$ cat src/rtl/us_param_bank.sv
// ---------------------------------------------------------------------------
// us_param_bank
// Per-sub-channel ultrasonic acquisition parameter store.
//  - Host commands update a shadow copy of each sub-channel's parameter set.
//  - A commit copies shadow -> active for one sub-channel or for all of them
//    on the same clock edge, so the sequencer never sees a half-updated set.
//  - A load strobe snapshots active[sub] onto the registered outputs.
//  - A readback command returns one shadow field through a valid/ready
//    holding register; requests arriving while it is busy are dropped.
// ---------------------------------------------------------------------------
module us_param_bank #(
  parameter int          N_SUB       = 8,
  parameter logic [7:0]  DEF_ACCUM   = 8'd10,
  parameter logic [15:0] DEF_VRC_LEN = 16'd150,
  parameter logic [7:0]  DEF_PULSE_W = 8'd24
) (
  input  logic        clk,
  input  logic        rst_n,
  input  logic        i_hw_ch,
  input  logic [31:0] i_cmd_data,
  input  logic        i_cmd_vld,
  input  logic [2:0]  i_sub_channel,
  input  logic        i_load_param,
  output logic        o_param_vld,
  output logic [7:0]  o_accum,
  output logic [15:0] o_delay,
  output logic [2:0]  o_scan_type,
  output logic [10:0] o_scan_len,
  output logic [2:0]  o_sel,
  output logic [10:0] o_start_amp,
  output logic [9:0]  o_amp_porch,
  output logic [19:0] o_ainc_one,
  output logic [19:0] o_ainc_two,
  output logic [15:0] o_vrc_len,
  output logic [2:0]  o_pulse_count,
  output logic [2:0]  o_pulse_mask,
  output logic [7:0]  o_pulse_pause,
  output logic [7:0]  o_pulse_width,
  output logic [31:0] o_rd_data,
  output logic        o_rd_vld,
  input  logic        i_rd_rdy,
  output logic        o_rd_drop
);

  // Sub-channel count as a 4-bit value so 3-bit selectors compare without
  // wrapping when N_SUB is 8.
  localparam logic [3:0] N_SUB_L = 4'(N_SUB);

  // Command opcodes
  localparam logic [3:0] OP_SCAN_LEN  = 4'h1;
  localparam logic [3:0] OP_AINC_ONE  = 4'h2;
  localparam logic [3:0] OP_AINC_TWO  = 4'h3;
  localparam logic [3:0] OP_VRC_LEN   = 4'h4;
  localparam logic [3:0] OP_ACCUM     = 4'h5;
  localparam logic [3:0] OP_DELAY     = 4'h6;
  localparam logic [3:0] OP_SCAN_TYPE = 4'h7;
  localparam logic [3:0] OP_START_AMP = 4'h9;
  localparam logic [3:0] OP_AMP_PORCH = 4'hA;
  localparam logic [3:0] OP_SEL       = 4'hB;
  localparam logic [3:0] OP_PULSE     = 4'hC;
  localparam logic [3:0] OP_COMMIT    = 4'hD;
  localparam logic [3:0] OP_READBACK  = 4'hE;
  localparam logic [3:0] OP_DEFAULTS  = 4'hF;

  // One complete parameter set for a sub-channel
  typedef struct packed {
    logic [7:0]  accum;
    logic [15:0] delay;
    logic [2:0]  scan_type;
    logic [10:0] scan_len;
    logic [2:0]  sel;
    logic [10:0] start_amp;
    logic [9:0]  amp_porch;
    logic [19:0] ainc_one;
    logic [19:0] ainc_two;
    logic [15:0] vrc_len;
    logic [2:0]  pulse_count;
    logic [2:0]  pulse_mask;
    logic [7:0]  pulse_pause;
    logic [7:0]  pulse_width;
  } param_t;

  typedef enum logic [0:0] {
    RD_IDLE = 1'b0,
    RD_HOLD = 1'b1
  } rd_state_t;

  // Reset contents of sub-channel idx. sel and pulse_mask default to the
  // sub-channel number; the last sub-channel fires a single pulse.
  function automatic param_t default_set(input int idx);
    param_t p;
    p.accum       = DEF_ACCUM;
    p.delay       = 16'd0;
    p.scan_type   = 3'd1;
    p.scan_len    = 11'd64;
    p.sel         = 3'(idx);
    p.start_amp   = 11'd0;
    p.amp_porch   = 10'd40;
    p.ainc_one    = {10'd20, 10'd0};
    p.ainc_two    = {10'd8, 10'd0};
    p.vrc_len     = DEF_VRC_LEN;
    p.pulse_count = (idx == N_SUB - 1) ? 3'd1 : 3'd4;
    p.pulse_mask  = 3'(idx);
    p.pulse_pause = DEF_PULSE_W;
    p.pulse_width = DEF_PULSE_W;
    return p;
  endfunction

  // Shadow update for one write-type command; non-write opcodes leave the set alone.
  function automatic param_t apply_write(input param_t cur, input logic [3:0] op,
                                         input logic [23:0] pl, input int idx);
    param_t p;
    p = cur;
    case (op)
      OP_SCAN_LEN:  p.scan_len  = pl[10:0];
      OP_AINC_ONE:  p.ainc_one  = pl[19:0];
      OP_AINC_TWO:  p.ainc_two  = pl[19:0];
      OP_VRC_LEN:   p.vrc_len   = pl[15:0];
      OP_ACCUM:     p.accum     = pl[7:0];
      OP_DELAY:     p.delay     = pl[15:0];
      OP_SCAN_TYPE: p.scan_type = pl[2:0];
      OP_START_AMP: p.start_amp = pl[10:0];
      OP_AMP_PORCH: p.amp_porch = pl[9:0];
      OP_SEL:       p.sel       = pl[2:0];
      OP_PULSE:     {p.pulse_count, p.pulse_mask, p.pulse_pause, p.pulse_width} = pl[21:0];
      OP_DEFAULTS:  p = default_set(idx);
      default:      p = cur;
    endcase
    return p;
  endfunction

  // Field selected by a readback selector, zero-extended to 24 bits.
  // Selectors that do not name a field return zero.
  function automatic logic [23:0] rd_value(input param_t p, input logic [3:0] op);
    logic [23:0] v;
    v = '0;
    case (op)
      OP_SCAN_LEN:  v[10:0] = p.scan_len;
      OP_AINC_ONE:  v[19:0] = p.ainc_one;
      OP_AINC_TWO:  v[19:0] = p.ainc_two;
      OP_VRC_LEN:   v[15:0] = p.vrc_len;
      OP_ACCUM:     v[7:0]  = p.accum;
      OP_DELAY:     v[15:0] = p.delay;
      OP_SCAN_TYPE: v[2:0]  = p.scan_type;
      OP_START_AMP: v[10:0] = p.start_amp;
      OP_AMP_PORCH: v[9:0]  = p.amp_porch;
      OP_SEL:       v[2:0]  = p.sel;
      OP_PULSE:     v[21:0] = {p.pulse_count, p.pulse_mask, p.pulse_pause, p.pulse_width};
      default:      v       = '0;
    endcase
    return v;
  endfunction

  // Storage
  param_t shadow_reg [N_SUB];
  param_t active_reg [N_SUB];
  param_t param_out_reg;
  logic   param_vld_reg;

  rd_state_t   rd_state_reg, rd_state_next;
  logic [31:0] rd_data_reg, rd_data_next;
  logic        rd_drop_reg, rd_drop_next;

  // Command fields
  logic        cmd_hw;
  logic [2:0]  cmd_sub;
  logic [3:0]  cmd_op;
  logic [23:0] cmd_payload;
  logic        cmd_acc;
  logic        shadow_wr;
  logic        commit;
  logic        rd_req;

  // Per-sub-channel strobes
  logic [N_SUB-1:0] wr_hit;
  logic [N_SUB-1:0] commit_hit;

  // Muxed sets
  param_t rd_shadow;
  param_t load_set;
  logic   load_ok;

  assign cmd_hw      = i_cmd_data[31];
  assign cmd_sub     = i_cmd_data[30:28];
  assign cmd_op      = i_cmd_data[27:24];
  assign cmd_payload = i_cmd_data[23:0];

  // Decode the command word: addressed to this instance and to an existing sub-channel.
  always_comb begin
    cmd_acc   = i_cmd_vld && (cmd_hw == i_hw_ch) && ({1'b0, cmd_sub} < N_SUB_L);
    commit    = cmd_acc && (cmd_op == OP_COMMIT);
    rd_req    = cmd_acc && (cmd_op == OP_READBACK);
    shadow_wr = cmd_acc && (cmd_op != OP_COMMIT) && (cmd_op != OP_READBACK);
  end

  // Per-sub-channel write and commit strobes; payload[0] of a commit means "all".
  generate
    for (genvar gi = 0; gi < N_SUB; gi++) begin : g_hit
      assign wr_hit[gi]     = shadow_wr && (cmd_sub == 3'(gi));
      assign commit_hit[gi] = commit && (cmd_payload[0] || (cmd_sub == 3'(gi)));
    end
  endgenerate

  // Shadow bank: host writes and restore-defaults land here only.
  always_ff @(posedge clk or negedge rst_n) begin
    if (!rst_n) begin
      for (int i = 0; i < N_SUB; i++) shadow_reg[i] <= default_set(i);
    end else begin
      for (int i = 0; i < N_SUB; i++) begin
        if (wr_hit[i]) shadow_reg[i] <= apply_write(shadow_reg[i], cmd_op, cmd_payload, i);
      end
    end
  end

  // Active bank: copied from shadow on commit, every hit sub-channel on the same edge.
  always_ff @(posedge clk or negedge rst_n) begin
    if (!rst_n) begin
      for (int i = 0; i < N_SUB; i++) active_reg[i] <= default_set(i);
    end else begin
      for (int i = 0; i < N_SUB; i++) begin
        if (commit_hit[i]) active_reg[i] <= shadow_reg[i];
      end
    end
  end

  // Select the shadow set addressed by the command and the active set to load.
  always_comb begin
    rd_shadow = shadow_reg[0];
    load_set  = active_reg[0];
    for (int i = 0; i < N_SUB; i++) begin
      if (cmd_sub == 3'(i))       rd_shadow = shadow_reg[i];
      if (i_sub_channel == 3'(i)) load_set  = active_reg[i];
    end
    load_ok = i_load_param && ({1'b0, i_sub_channel} < N_SUB_L);
  end

  // Output snapshot: reads the pre-edge active bank, so a same-cycle commit is not seen.
  always_ff @(posedge clk or negedge rst_n) begin
    if (!rst_n) begin
      param_out_reg <= default_set(0);
      param_vld_reg <= 1'b0;
    end else begin
      param_vld_reg <= load_ok;
      if (load_ok) param_out_reg <= load_set;
    end
  end

  // Readback state register.
  always_ff @(posedge clk or negedge rst_n) begin
    if (!rst_n) begin
      rd_state_reg <= RD_IDLE;
      rd_data_reg  <= '0;
      rd_drop_reg  <= 1'b0;
    end else begin
      rd_state_reg <= rd_state_next;
      rd_data_reg  <= rd_data_next;
      rd_drop_reg  <= rd_drop_next;
    end
  end

  // Readback next state: capture in IDLE, freeze and drop new requests in HOLD.
  always_comb begin
    rd_state_next = rd_state_reg;
    rd_data_next  = rd_data_reg;
    rd_drop_next  = 1'b0;
    case (rd_state_reg)
      RD_IDLE: begin
        if (rd_req) begin
          rd_state_next = RD_HOLD;
          rd_data_next  = {cmd_hw, cmd_sub, cmd_payload[3:0],
                           rd_value(rd_shadow, cmd_payload[3:0])};
        end
      end
      RD_HOLD: begin
        if (rd_req)   rd_drop_next  = 1'b1;
        if (i_rd_rdy) rd_state_next = RD_IDLE;
      end
      default: rd_state_next = RD_IDLE;
    endcase
  end

  assign o_rd_vld  = (rd_state_reg == RD_HOLD);
  assign o_rd_data = rd_data_reg;
  assign o_rd_drop = rd_drop_reg;

  assign o_param_vld   = param_vld_reg;
  assign o_accum       = param_out_reg.accum;
  assign o_delay       = param_out_reg.delay;
  assign o_scan_type   = param_out_reg.scan_type;
  assign o_scan_len    = param_out_reg.scan_len;
  assign o_sel         = param_out_reg.sel;
  assign o_start_amp   = param_out_reg.start_amp;
  assign o_amp_porch   = param_out_reg.amp_porch;
  assign o_ainc_one    = param_out_reg.ainc_one;
  assign o_ainc_two    = param_out_reg.ainc_two;
  assign o_vrc_len     = param_out_reg.vrc_len;
  assign o_pulse_count = param_out_reg.pulse_count;
  assign o_pulse_mask  = param_out_reg.pulse_mask;
  assign o_pulse_pause = param_out_reg.pulse_pause;
  assign o_pulse_width = param_out_reg.pulse_width;

endmodule

$ cat config.mk
export PLATFORM = sky130hd
export DESIGN_NAME = us_param_bank
export DESIGN_NICKNAME = d
export VERILOG_FILES = /design/src/rtl/us_param_bank.sv
export SDC_FILE = /design/constraint.sdc
export NUM_CORES = 2
export LEC_CHECK = 0
export ABC_AREA = 0
export CORE_AREA = 8 8 528 530
export CTS_BUF_LIST = sky130_fd_sc_hd__clkbuf_8
export CTS_CLUSTER_DIAMETER = 150
export DETAILED_ROUTE_END_ITERATION = 12
export DIE_AREA = 0 0 536 538
export PLACE_DENSITY = 0.64
export SYNTH_ARGS = -nofsm -noshare
export SYNTH_HDL_FRONTEND = slang
export SYNTH_SLANG_ARGS = --single-unit
$ cat constraint.sdc
create_clock -name clk -period 2.3 [get_ports clk]
set_input_delay 0.46 -clock clk [delete_from_list [all_inputs] [get_ports clk]]
set_output_delay 0.46 -clock clk [all_outputs]
set_load 0.02 [all_outputs]
==> qor.csv <==
stage;metric;value;unit
logic_synthesis;leading area contributor after synthesis;dfrtp_1;
timing;maximum clock frequency;0.410;GHz
logic_synthesis;proportion of register bits with asynchronous set or reset after synthesis;100;%
cells_and_area;most frequent standard cell in the layout excluding fill and tap cells;dfrtp_1;
logic_synthesis;synthesized area;108000;µm²
logic_synthesis;distinct cell type count after synthesis;75;
pwr;leakage power figure;61.4;nW
outcome;outcome;finished with violations;
pwr;areal power density over the cells;745;nW/µm²
setup_path;CP bufs+invs;3;
grt;vias in the first global route;90400;
clocking;CTS Buf Count;406;
hold_path;worst hold path type;in -> async;
clocking;Clk Latency, worst-skew pair;1.09;ns
place;RD Place Congestion;1.02;
pwr;highest ir drop seen on vdd;0.000507;V
setup_path;cell family with the largest share of critical-path delay;buffers and inverters;
clocking;root buffer cell;clkbuf_8;
grt;global-route wire length before repair;662;mm
cells_and_area;final std cell area, no fill;135000;µm²
die;Die Width;536;µm
setup_path;worst-path maximum fanout;3;
die;site row count;191;
routing;# DRC;0;
logic_synthesis;share of the synthesized area in the top cell type;47.9;%
routing;first drt pass iteration count;6;
routing;vias per cell;6.20;
die;Chip Height;538;µm
routing;WL per Instance;31.8;µm
setup_path;sequence of cells on the critical path;buf_4 -> mux2i_2 -> buf_4 -> o22ai_1 -> buf_4 -> a211o_1 -> nor4_4 -> o21ai_1;
grt;pin count of the biggest net entering global routing;85;
timing;worst-margin pin slew;1.20;ns
flow_run;number of max-capacitance violations reported;0;
logic_synthesis;Gate Count Post-Synth;9581;
cells_and_area;net total in the final layout;10800;
setup_path;Largest stage delay, worst path;0.47;ns
pwr;power dissipated by switching net loads;28.3;mW
routing;violation count after the first detailed-routing iteration;11100;
place;Placement Cell Area;126000;µm²
logic_synthesis;number of flops mapped to enable cells by yosys;0;
place;post-DP HPWL;329;mm
timing;setup violation total in the final timing report;5;
routing;total length of routed wires;467;mm
setup_path;CP arrival;3.36;ns
pwr;switching power share of the total;28.2;%
timing;fin crit period;2.44;ns
setup_path;slowest cell on the critical path;dfrtp_1;
grt;antenna violations before repair;35;
pwr;Int Power;72.1;mW
clocking;TritonCTS clock tree;yes;
die;Die Footprint;288000;µm²
setup_path;critical path capture point type;flop;
die;Starting Density;39.8;%
cells_and_area;fraction of layout cells with a size suffix above 1;35.3;%
logic_synthesis;FF+latch count, synth;2413;
clocking;maximum number of buffers from clock root to sink;4;
pwr;Clk pwr share;40.4;%
timing;Worst Setup Slack, final;-0.139;ns
cells_and_area;commonest cells after routing, fill and taps aside;dfrtp_1, o21ai_0, nand2_1;
timing;relative slew slack;19.9;%
outcome;violated checks;setup timing;
routing;number of routed nets with antenna violations;0;
grt;total routing resource utilization after global routing;31.4;%
logic_synthesis;average instance area after synthesis;11.2;µm²
grt;aggregate global routing overflow;0;
logic_synthesis;ranking of synthesized cells by area;dfrtp_1, mux2_2, dfstp_2;
clocking;H-tree lvl count;5;
clocking;clock-pin transition on the worst setup and hold timing paths;0.07;ns
cells_and_area;area growth from synthesis to layout;25.4;%
timing;fin. max-slew vios;0;
pwr;part of the total power dissipated in sequential elements;47.5;%
logic_synthesis;leading register cell type out of synthesis;dfrtp_1;
pwr;combinational cell fraction of total power;12.1;%
timing;worst setup skew after layout;0.114;ns
timing;worst hold slack after final layout;0.0854;ns
timing;setup repair after global routing missed its margin;yes;
setup_path;Setup CP Type;reg -> reg;
timing;hold violation total from the final report;0;
logic_synthesis;register area share after synthesis;56.6;%
setup_path;number of cells on the critical path;8;
routing;count of vias placed by the detailed router;91100;
setup_path;Most Frequent Cell on Critical Path;buf_4;
logic_synthesis;Synth warnings;0;
setup_path;number of cells traversed by the worst register-to-register path;8;
die;number of top-level design ports;216;
setup_path;startpoint type of the worst setup path;flop;
timing;crit share post-route;106;%
die;core region area;270000;µm²
place;buffers added on ports;211;
clocking;count of clock tree sinks;2413;
setup_path;Data required, critical path;3.23;ns
-- power groups by stage --
stage	clock network [mW]	registers [mW]	logic (mW)
after floorplan	0	47.6	4.97
after detailed placement	0	48.3	11.9
final	40.6	47.7	12.1
after global placement	0	48.1	11.7
after CTS	40.9	47.6	11.9
after global routing	42.8	47.9	12.8
-- path summary, 6_finish.rpt --
path,startpoint,to,slack [ns]
min in group clk,i_cmd_data[19],shadow_reg[19],0.09
max,shadow_reg[0],o_rd_data[0],-0.14
max in group asynchronous,rst_n,shadow_reg[1087],1.03
max reg2reg,shadow_reg[0],o_rd_data[0],-0.14
min,rst_n,shadow_reg[214],0.09
min reg2reg,active_reg[48],o_ainc_two[10],0.45
-- metal layers --
layer	global-route usage (%)	part of all wire [%]	up-vias	wire length, µm
li1	-	-	37200	-
met1	39.4	37	46100	173000
met2	45.9	42	6095	197000
met3	9.09	11	1634	53300
met4	24.1	9.4	20	43800
met5	0	0.028	-	129
-- final cells by class --
type                            count  area [µm²]
Antenna cell                       16        40.0
Clock buffer                      523        7200
Clock inverter                    224        1430
Fill cell                       23400      135000
Inverter                           20         103
Multi-Input combinational cell   6288       43400
Sequential cell                  2413       60900
Tap cell                         3570        4470
Timing Repair Buffer             1627       17400
-- metrics by stage --
| stage | util, % | cells | TNS [ns] | setup WS [ns] | power (mW) |
|---|---|---|---|---|---|
| 5_1_grt | 50.0 | 14700 | -0.241 | -0.173 | 103 |
| 6_report | 50.0 | 14700 | -0.357 | -0.139 | 100 |
| 4_1_cts | 49.9 | 14700 | -0.206 | -0.158 | 100 |
| 2_1_floorplan | - | 9582 | -9.31 | -0.0250 | 52.6 |
| 3_5_place_dp | 46.7 | 13900 | -1518.16 | -1.34 | 60.2 |
| 3_3_place_gp | 46.7 | 13900 | -1523.79 | -1.42 | 59.8 |
-- Yosys cell counts (145+ instances only) --
cell type / count
mux2_2: 1200
buf_2: 145
a221oi_1: 157
nand2_1: 1455
dfrtp_1: 2059
o21ai_0: 1449
nor2_1: 318
o221ai_1: 171
dfstp_2: 354
o22ai_1: 164
a22oi_1: 265
a21oi_1: 354
clkbuf_1: 558
-- timing repair --
action / 4_1_cts / 5_1_grt
buffers inserted: 10 / 3
hold endpoints to repair: 741 / 0
endpoints found under the setup margin: 186 / 20
hold buffers: 4 / 0
gates resized for setup: 513 / 44
pin swaps: 10 / 15
-- kinds of logic (layout without fill, tap and decap cells) --
family	count (synthesis)	count (layout)	synth area share (%)
AOI/OAI and AO/OA	2879	2879	16.3
muxes	1448	1448	16.2
buffers and inverters	881	2394	3.65
other	1	18	0.00349
DFF	2413	2413	56.6
and+or+nand+nor	1953	1953	7.22
xor gates and xnor gates	6	6	0.0489
-- worst register-to-register path: stages, from the launching register on --
cell	delay (ns)
dfrtp_1	0.47
buf_4	0.21
mux2i_2	0.32
buf_4	0.18
o22ai_1	0.19
buf_4	0.23
a211o_1	0.34
nor4_4	0.28
o21ai_1	0.10
(Power assumes the default switching activity.)
